File: src/rtl/audio_stream_router.sv
// Audio stream router: routes one of NUM_SRC multichannel PCM sources to a
// single output frame, with a linear gain ramp on start-up and on every
// source change so that switches are click-free.
module audio_stream_router #(
    parameter  int NUM_SRC    = 4,
    parameter  int NUM_CH     = 2,
    parameter  int DATA_W     = 24,
    parameter  int RAMP_SHIFT = 6,
    localparam int SEL_W      = (NUM_SRC > 1) ? $clog2(NUM_SRC) : 1
) (
    input  logic                             clk,
    input  logic                             reset_n,
    input  logic                             run,
    input  logic [SEL_W-1:0]                 select,
    input  logic [NUM_SRC*NUM_CH-1:0]        src_valid,
    input  logic [NUM_SRC*NUM_CH*DATA_W-1:0] src_data,
    output logic                             out_valid,
    output logic [NUM_CH*DATA_W-1:0]         out_data,
    output logic [SEL_W-1:0]                 active_sel,
    output logic [2:0]                       state,
    output logic                             overrun
);

    localparam int                GAIN_W   = RAMP_SHIFT + 1;
    localparam int                PROD_W   = DATA_W + GAIN_W + 1;
    localparam logic [GAIN_W-1:0] GAIN_MAX = {1'b1, {RAMP_SHIFT{1'b0}}};
    localparam logic [SEL_W:0]    SRC_LIM  = (SEL_W + 1)'(NUM_SRC);

    typedef enum logic [2:0] {
        IDLE      = 3'd0,
        RAMP_UP   = 3'd1,
        PASS      = 3'd2,
        RAMP_DOWN = 3'd3,
        SWITCH    = 3'd4
    } state_t;

    state_t                      state_q, state_d;
    logic [GAIN_W-1:0]           gain_q, gain_d;
    logic [NUM_CH-1:0]           pend_q, pend_d;
    logic signed [DATA_W-1:0]    hold_q [NUM_CH];
    logic signed [DATA_W-1:0]    hold_d [NUM_CH];
    logic [SEL_W-1:0]            active_sel_q, active_sel_d;
    logic                        overrun_q, overrun_d;
    logic                        out_valid_q, out_valid_d;
    logic [NUM_CH*DATA_W-1:0]    out_data_q, out_data_d;

    logic [NUM_CH-1:0]           strb;
    logic [NUM_CH*DATA_W-1:0]    smp;
    logic                        sel_ok;
    logic                        sel_diff;
    logic                        frame_full;

    // Signed sample times unsigned gain, then floor division by RAMP_LEN.
    // Gain never exceeds RAMP_LEN, so the result always fits DATA_W bits.
    function automatic logic signed [DATA_W-1:0] scale(
        input logic signed [DATA_W-1:0] s,
        input logic [GAIN_W-1:0]        g
    );
        logic signed [PROD_W-1:0] prod;
        prod = PROD_W'(s) * PROD_W'($signed({1'b0, g}));
        return DATA_W'(prod >>> RAMP_SHIFT);
    endfunction

    assign sel_ok     = {1'b0, select} < SRC_LIM;
    assign sel_diff   = sel_ok && (select != active_sel_q);
    assign frame_full = &pend_q;

    // Pick out the strobes and samples belonging to the routed source.
    always_comb begin
        strb = '0;
        smp  = '0;
        for (int s = 0; s < NUM_SRC; s++) begin
            if (active_sel_q == SEL_W'(s)) begin
                strb = src_valid[s*NUM_CH +: NUM_CH];
                smp  = src_data[s*NUM_CH*DATA_W +: NUM_CH*DATA_W];
            end
        end
    end

    // Next-state logic: capture, frame emission, gain ramp and mode sequencing.
    always_comb begin
        state_d      = state_q;
        gain_d       = gain_q;
        pend_d       = pend_q;
        hold_d       = hold_q;
        active_sel_d = active_sel_q;
        overrun_d    = overrun_q;
        out_valid_d  = 1'b0;
        out_data_d   = out_data_q;

        if (state_q == IDLE) begin
            overrun_d = 1'b0;
            if (sel_ok) begin
                active_sel_d = select;
            end
        end

        if (!run || state_q == IDLE) begin
            // Stopped (or starting): discard any partial frame, mute output.
            state_d    = run ? RAMP_UP : IDLE;
            gain_d     = '0;
            pend_d     = '0;
            out_data_d = '0;
        end else if (state_q == SWITCH) begin
            if (sel_ok) begin
                active_sel_d = select;
            end
            pend_d  = '0;
            state_d = RAMP_UP;
        end else begin
            if (frame_full) begin
                out_valid_d = 1'b1;
                pend_d      = '0;
                for (int c = 0; c < NUM_CH; c++) begin
                    out_data_d[c*DATA_W +: DATA_W] = scale(hold_q[c], gain_q);
                end
            end

            // A strobe landing on the emit edge starts the next frame.
            for (int c = 0; c < NUM_CH; c++) begin
                if (strb[c]) begin
                    if (pend_q[c] && !frame_full) begin
                        overrun_d = 1'b1;
                    end
                    hold_d[c] = smp[c*DATA_W +: DATA_W];
                    pend_d[c] = 1'b1;
                end
            end

            case (state_q)
                RAMP_UP: begin
                    if (sel_diff) begin
                        state_d = RAMP_DOWN;
                    end else if (gain_q == GAIN_MAX) begin
                        state_d = PASS;
                    end else if (frame_full) begin
                        gain_d = gain_q + 1'b1;
                        if ((gain_q + 1'b1) == GAIN_MAX) begin
                            state_d = PASS;
                        end
                    end
                end
                PASS: begin
                    if (sel_diff) begin
                        state_d = RAMP_DOWN;
                    end
                end
                RAMP_DOWN: begin
                    if (select == active_sel_q) begin
                        state_d = RAMP_UP;
                    end else if (gain_q == '0) begin
                        state_d = SWITCH;
                    end else if (frame_full) begin
                        gain_d = gain_q - 1'b1;
                    end
                end
                default: begin
                    state_d = IDLE;
                end
            endcase
        end
    end

    // State and datapath registers with asynchronous clear.
    always_ff @(posedge clk or negedge reset_n) begin
        if (!reset_n) begin
            state_q      <= IDLE;
            gain_q       <= '0;
            pend_q       <= '0;
            active_sel_q <= '0;
            overrun_q    <= 1'b0;
            out_valid_q  <= 1'b0;
            out_data_q   <= '0;
            for (int c = 0; c < NUM_CH; c++) begin
                hold_q[c] <= '0;
            end
        end else begin
            state_q      <= state_d;
            gain_q       <= gain_d;
            pend_q       <= pend_d;
            active_sel_q <= active_sel_d;
            overrun_q    <= overrun_d;
            out_valid_q  <= out_valid_d;
            out_data_q   <= out_data_d;
            hold_q       <= hold_d;
        end
    end

    assign out_valid  = out_valid_q;
    assign out_data   = out_data_q;
    assign active_sel = active_sel_q;
    assign state      = state_q;
    assign overrun    = overrun_q;

endmodule

File: config.mk
export PLATFORM = sky130hd
export DESIGN_NAME = audio_stream_router
export DESIGN_NICKNAME = d
export VERILOG_FILES = /design/src/rtl/audio_stream_router.sv
export SDC_FILE = /design/constraint.sdc
export NUM_CORES = 1
export LEC_CHECK = 0
export BUFFER_PORTS_ARGS = -buffer_cell sky130_fd_sc_hd__buf_2
export CAP_MARGIN = 20
export CORE_MARGIN = 2
export CORE_UTILIZATION = 37
export CTS_BUF_LIST = sky130_fd_sc_hd__clkbuf_8
export DETAILED_ROUTE_END_ITERATION = 8
export PLACE_DENSITY = 0.58
export RECOVER_POWER = 50
export SLEW_MARGIN = 5
export SYNTH_ARGS = -nofsm -noshare
export SYNTH_HDL_FRONTEND = slang
export SYNTH_SLANG_ARGS = --single-unit
File: constraint.sdc
create_clock -name clk -period 10.9 [get_ports clk]
set_clock_uncertainty 0.1 [all_clocks]
set_input_delay 1.09 -clock clk [delete_from_list [all_inputs] [get_ports clk]]
set_output_delay 1.09 -clock clk [all_outputs]
set_load 0.05 [all_outputs]
Yosys cells after proc, flatten, opt, wreduce, memory -nomap -nowiden
Index checks and enable logic that the tools add are counted. W data, S select, Z words.

$add $sub $neg: 2. $mul: 2. Div/mod/pow operators: 0. $lt $le $gt $ge: 0. Equality and inequality tests: 22. Shift operators: 0. Multiplexer cells: 49. Bitwise logic cells: 2. Reductions and logical operators: 18.

Operator list (count): $mux W48 (7); $mul A24 B8 Y30 (2); $mux W7 (8); $mux W3 (9); $mux W2 (10); $ne A3 B3 Y1 const B (6); $eq A7 B7 Y1 const B (2); $pmux W7 S2 (1); $mux W1 (13); $ne A6 B6 Y1 const B (2); $pmux W3 S3 (1); $reduce_and A8 Y1 (1); $reduce_bool A4 Y1 (2); $add A7 B1 Y7 const B (1); $logic_not A7 Y1 (1); $sub A7 B1 Y7 const B (1); $eq A3 B2 Y1 const B (2); $reduce_and A3 Y1 (2); $ne A5 B5 Y1 const B (1); $eq A2 B2 Y1 const B (2); $ne A4 B4 Y1 const B (1); $reduce_and A2 Y1 (2); $reduce_and A4 Y1 (1); $eq A3 B1 Y1 const B (1); 13 further kinds (16).

Bits in registers: 112. Latch bits: 0. RAM bits: 0. Memory bits (read-only): 0. Input port bits: 205. Output and inout port bits: 55. Logic and storage cells: 105. Memories kept: 0.

Longest topological paths before layout
Word-level depth: 10. Mapped depth: 22. Gate-level depth less buffers: 19.

Worst setup path before layout
Ideal clock, no wire load.

Kind: register -> register. Start point: reg gain_q[2]. End point: reg out_data_q[40] (netlist: out_data[40]). Library setup time: 122 ps. Arrival: 5231 ps. Data required time: 10678 ps. Setup slack: 5447 ps. Cell stages (with the launch flop): 22. Path buffers: 3. Period minus slack after synthesis: 5453 ps. Path through: dfrtp_1 clkbuf_1 buf_1 clkbuf_1 nand2_1 fa_1 fa_1 inv_1 fa_1 inv_1 fa_1 inv_1 ha_1 a21o_1 a21o_1 a41o_1 and4bb_2 o21a_1 o21a_1 o21ai_0 mux2i_1 nand2_1.

Longest elaborated chain between the ends: 4.

Ends and longest elaborated chain: from (decl) (line 38) `logic [GAIN_W-1:0] gain_q, gain_d;`; from (signal assigned) (line 179) `gain_q <= gain_d;`; $mul A24 B8 Y30 (line 60) `prod = PROD_W'(s) * PROD_W'($signed({1'b0, g}));`; $mux W48 (line 111) `if (frame_full) begin`; $mux W48 (line 104) `end else if (state_q == SWITCH) begin`; $mux W48 (line 98) `if (!run || state_q == IDLE) begin`; to (signal assigned) (line 184) `out_data_q <= out_data_d;`; to (decl) (line 45) `logic [NUM_CH*DATA_W-1:0] out_data_q, out_data_d;`.

Every way passes these cells. The select of a mux whose other input is x is not followed. A chain may end at the register's enable or synchronous reset.

Worst setup path after layout
Start point: reg gain_q[2]. End point: reg out_data_q[43] (netlist: out_data[43]).

The elaborated chain is that of the path after synthesis.

==> reports/qor.yml <==
clock_tree:
  postCtsSetupRepairBufs: 0
  cts.htree.levels: 3
  cts_buffers: 9
  clkLatencyLatePin_ns: 0.43
  clk_pin_slew_ns: 0.12
  root_buffer: "clkbuf_8"
  cts_resized: 0
  cts.sink_count: 112
  clock_path_buffers: 2
  cts_tree: "built"
  ctsHoldBuffers: 0
floorplan:
  initial_utilization_pct: 37.4
  core_area_sq_mm: 0.0441
  design.die.area_sq_mm: 0.0463
  die_y_microns: 215
  die_x_microns: 215
  ios: 260
  rows: 77
status:
  status: "finished, violations left"
  violations: "max-capacitance violations, max-slew violations"
timing:
  layout_min_cycle_time_ns: 6.06
  slew_headroom_pct: -137
  slew_viol_final: 204
  final.setup.tns_ns: 0
  final-setup-viol-count: 0
  postLayoutSetupSlackWorst_ns: 4.84
  rsz0062_at_grt: "no"
  max_freq_mhz: 165
  hold_viol: 0
  worstMarginPinSlew_ns: 3.56
  period_share_pct: 55.6
route:
  drt_pass1_iterations: 5
  drc_errors: 0
  wire_per_inst_microns: 16.9
  antenna_left: 0
  vias_per_cell: 4.90
  num_vias: 12200
  dr.first_iter.drc_count: 519
  wl_microns: 41800
worst_hold_path:
  hold_depth: 2
  worstHoldPathType: "flip-flop to flip-flop"
place:
  dp_hpwl_microns: 33200
  port_buffers: 259
  preCtsSetupSlack_ns: 4.96
  place.gp.congestion: 0.839
finish:
  final_nets: 2444
  area_growth_pct: 12.2
  drive_gt1_share_pct: 18.9
  final_util_pct: 42.0
  fillers: 4417
pwr:
  p_leak_nw: 9.56
  irDropWorstVdd_mv: 0.175
  p_per_area_mw_per_mm2: 204
grt:
  grt_pass1_wl_microns: 68900
  overflow: 0
  grt_usage_pct: 18.7
  antenna_found_initial: 3
  grt_pass1_vias: 13000
  grt_max_degree: 59
yosys:
  yosysSeqAreaShare_pct: 17.0
  synth.distinct_cells: 67
  yosys.cell_count.top_type: "inv_1"
  syn-cell-area_sq_mm: 0.0165
  ys_ff_latch: 112
  muxShareOfSynthArea_pct: 10.3
  syn_nets: 2232
  synthSimpleGateAreaFrac_pct: 15.9
  netlist_top_cells_count: "inv_1 (301), and2_1 (267), fa_1 (240)"
  async_reset_ff_share_pct: 100
  synth_top_family_by_area: "adder cells"
  synthAdderAreaFrac_pct: 37.9
  synth_compound_area_share_pct: 7.03
  synth-edff-count: 0
  yosys_most_used_dff: "dfrtp_1"
  synth_area_leaders: "fa_1 (29%), dfrtp_1 (17%), and2_1 (10%)"
  syn_inst: 1670
  yosysTopAreaCell: "fa_1"
  synth_top_area_share_pct: 29.1
  synth-xor-area-share_pct: 3.29
  avgSynthCellArea_sq_um: 9.89
  ys_warn_count: 0
critical_path:
  reg2regPathDepth: 19
  endpoint_kind: "flip-flop"
  setup.worst_path.class: "flip-flop to flip-flop"
  start_kind: "flip-flop"
  arrival_ns: 6.25
  cp.required_ns: 11.08
  path_max_fanout: 35
job:
  maxCapViolations: 5
-- routing by layer --
metal / track usage [%] / share of wire, %
met5: 0 / 0
met4: 4.46 / 1.7
met3: 2.32 / 3.5
met2: 30.7 / 47
met1: 26.3 / 48
-- worst max-delay path, cell delays in order, from the launching register on --
cell      delay, ns
dfrtp_1        0.78
buf_4          0.52
nand2_1        0.15
fa_1           0.55
inv_1          0.05
fa_1           0.50
fa_1           0.49
inv_1          0.05
fa_1           0.47
inv_1          0.04
ha_1           0.33
a21oi_1        0.17
o21ai_0        0.15
a221oi_1       0.28
o21ai_0        0.19
nor2_2         0.33
o21bai_1       0.17
a21o_1         0.22
a211oi_1       0.25
o31ai_1        0.10
-- report_power, final --
group          internal (W)  switching, W  leakage [nW]  total [W]
clock network     0.0000868      0.000155        0.0921   0.000242
registers          0.000529      0.000350          1.45   0.000880
logic               0.00120       0.00146          8.02    0.00266
-- path summary, 6_finish.rpt --
path | start | endpoint | slack [ns]
min in group asynchronous | reset_n | hold_q[29]$_DFFE_PN0P_ | 1.77
max in group asynchronous | reset_n | out_data[29]$_DFFE_PN0P_ | 4.93
setup reg to reg | gain_q[2]$_DFFE_PN0P_ | out_data[43]$_DFFE_PN0P_ | 4.84
setup / recovery | gain_q[2]$_DFFE_PN0P_ | out_data[43]$_DFFE_PN0P_ | 4.84
hold reg to reg | out_data[24]$_DFFE_PN0P_ | out_data[24]$_DFFE_PN0P_ | 0.39
hold / removal | out_data[24]$_DFFE_PN0P_ | out_data[24]$_DFFE_PN0P_ | 0.39
-- flip-flops by register name, summed over array words and instances, names as in the netlist --
| signal | cells |
|---|---|
| hold_q | 48 |
| out_data | 48 |
| gain_q | 7 |
| state | 3 |
| active_sel | 2 |
| pend_q | 2 |
| out_valid | 1 |
| overrun | 1 |
-- area by class of cell --
| class | instances | area (sq um) | area share (%) |
|---|---|---|---|
| Antenna cell | 1 | 2.50 | 0.0135 |
| Clock buffer | 10 | 138 | 0.743 |
| Inverter | 302 | 1130 | 6.12 |
| Clock inverter | 6 | 31.3 | 0.169 |
| Tap cell | 592 | 741 | 4.00 |
| Timing Repair Buffer | 273 | 1360 | 7.32 |
| Multi-Input combinational cell | 1184 | 12300 | 66.5 |
| Sequential cell | 112 | 2810 | 15.1 |
-- through the flow --
| stage | std cells | total power, W | area (sq um) | hold slack, ns |
|---|---|---|---|---|
| final | 2480 | 0.00378 | 18500 | 0.386 |
| after global routing | 2480 | 0.00423 | 18500 | 0.416 |
| after detailed placement | 2462 | 0.00355 | 18400 | 0.365 |
| after global placement | 2462 | 0.00350 | 18400 | 0.361 |
| after CTS | 2478 | 0.00382 | 18600 | 0.390 |
| after floorplan | 1670 | 0.00280 | 16500 | 0.452 |
-- layout by cell type (no fill, tap or decap), types with 8 or more instances in the layout --
| master | n |
|---|---|
| clkbuf_8 | 10 |
| buf_2 | 216 |
| a21o_1 | 14 |
| o21ai_0 | 59 |
| nor3_1 | 13 |
| nand2_1 | 129 |
| dfrtp_1 | 110 |
| mux4_2 | 50 |
| mux2_2 | 50 |
| buf_4 | 10 |
| xnor2_1 | 33 |
| nor2_1 | 27 |
| fa_1 | 240 |
| o21bai_1 | 8 |
| a21oi_1 | 36 |
| inv_1 | 304 |
| and2_1 | 267 |
| nor2b_1 | 11 |
| clkbuf_1 | 46 |
| xor2_1 | 29 |
| ha_1 | 117 |
-- cells by family after synthesis --
kind of cell / after synthesis
muxes: 102
AOI/OAI and AO/OA: 181
and+or+nand+nor: 482
adders and majority gates: 357
buffers and inverters: 374
xor gates and xnor gates: 62
DFF: 112
Power figures use the tool's default switching activity.
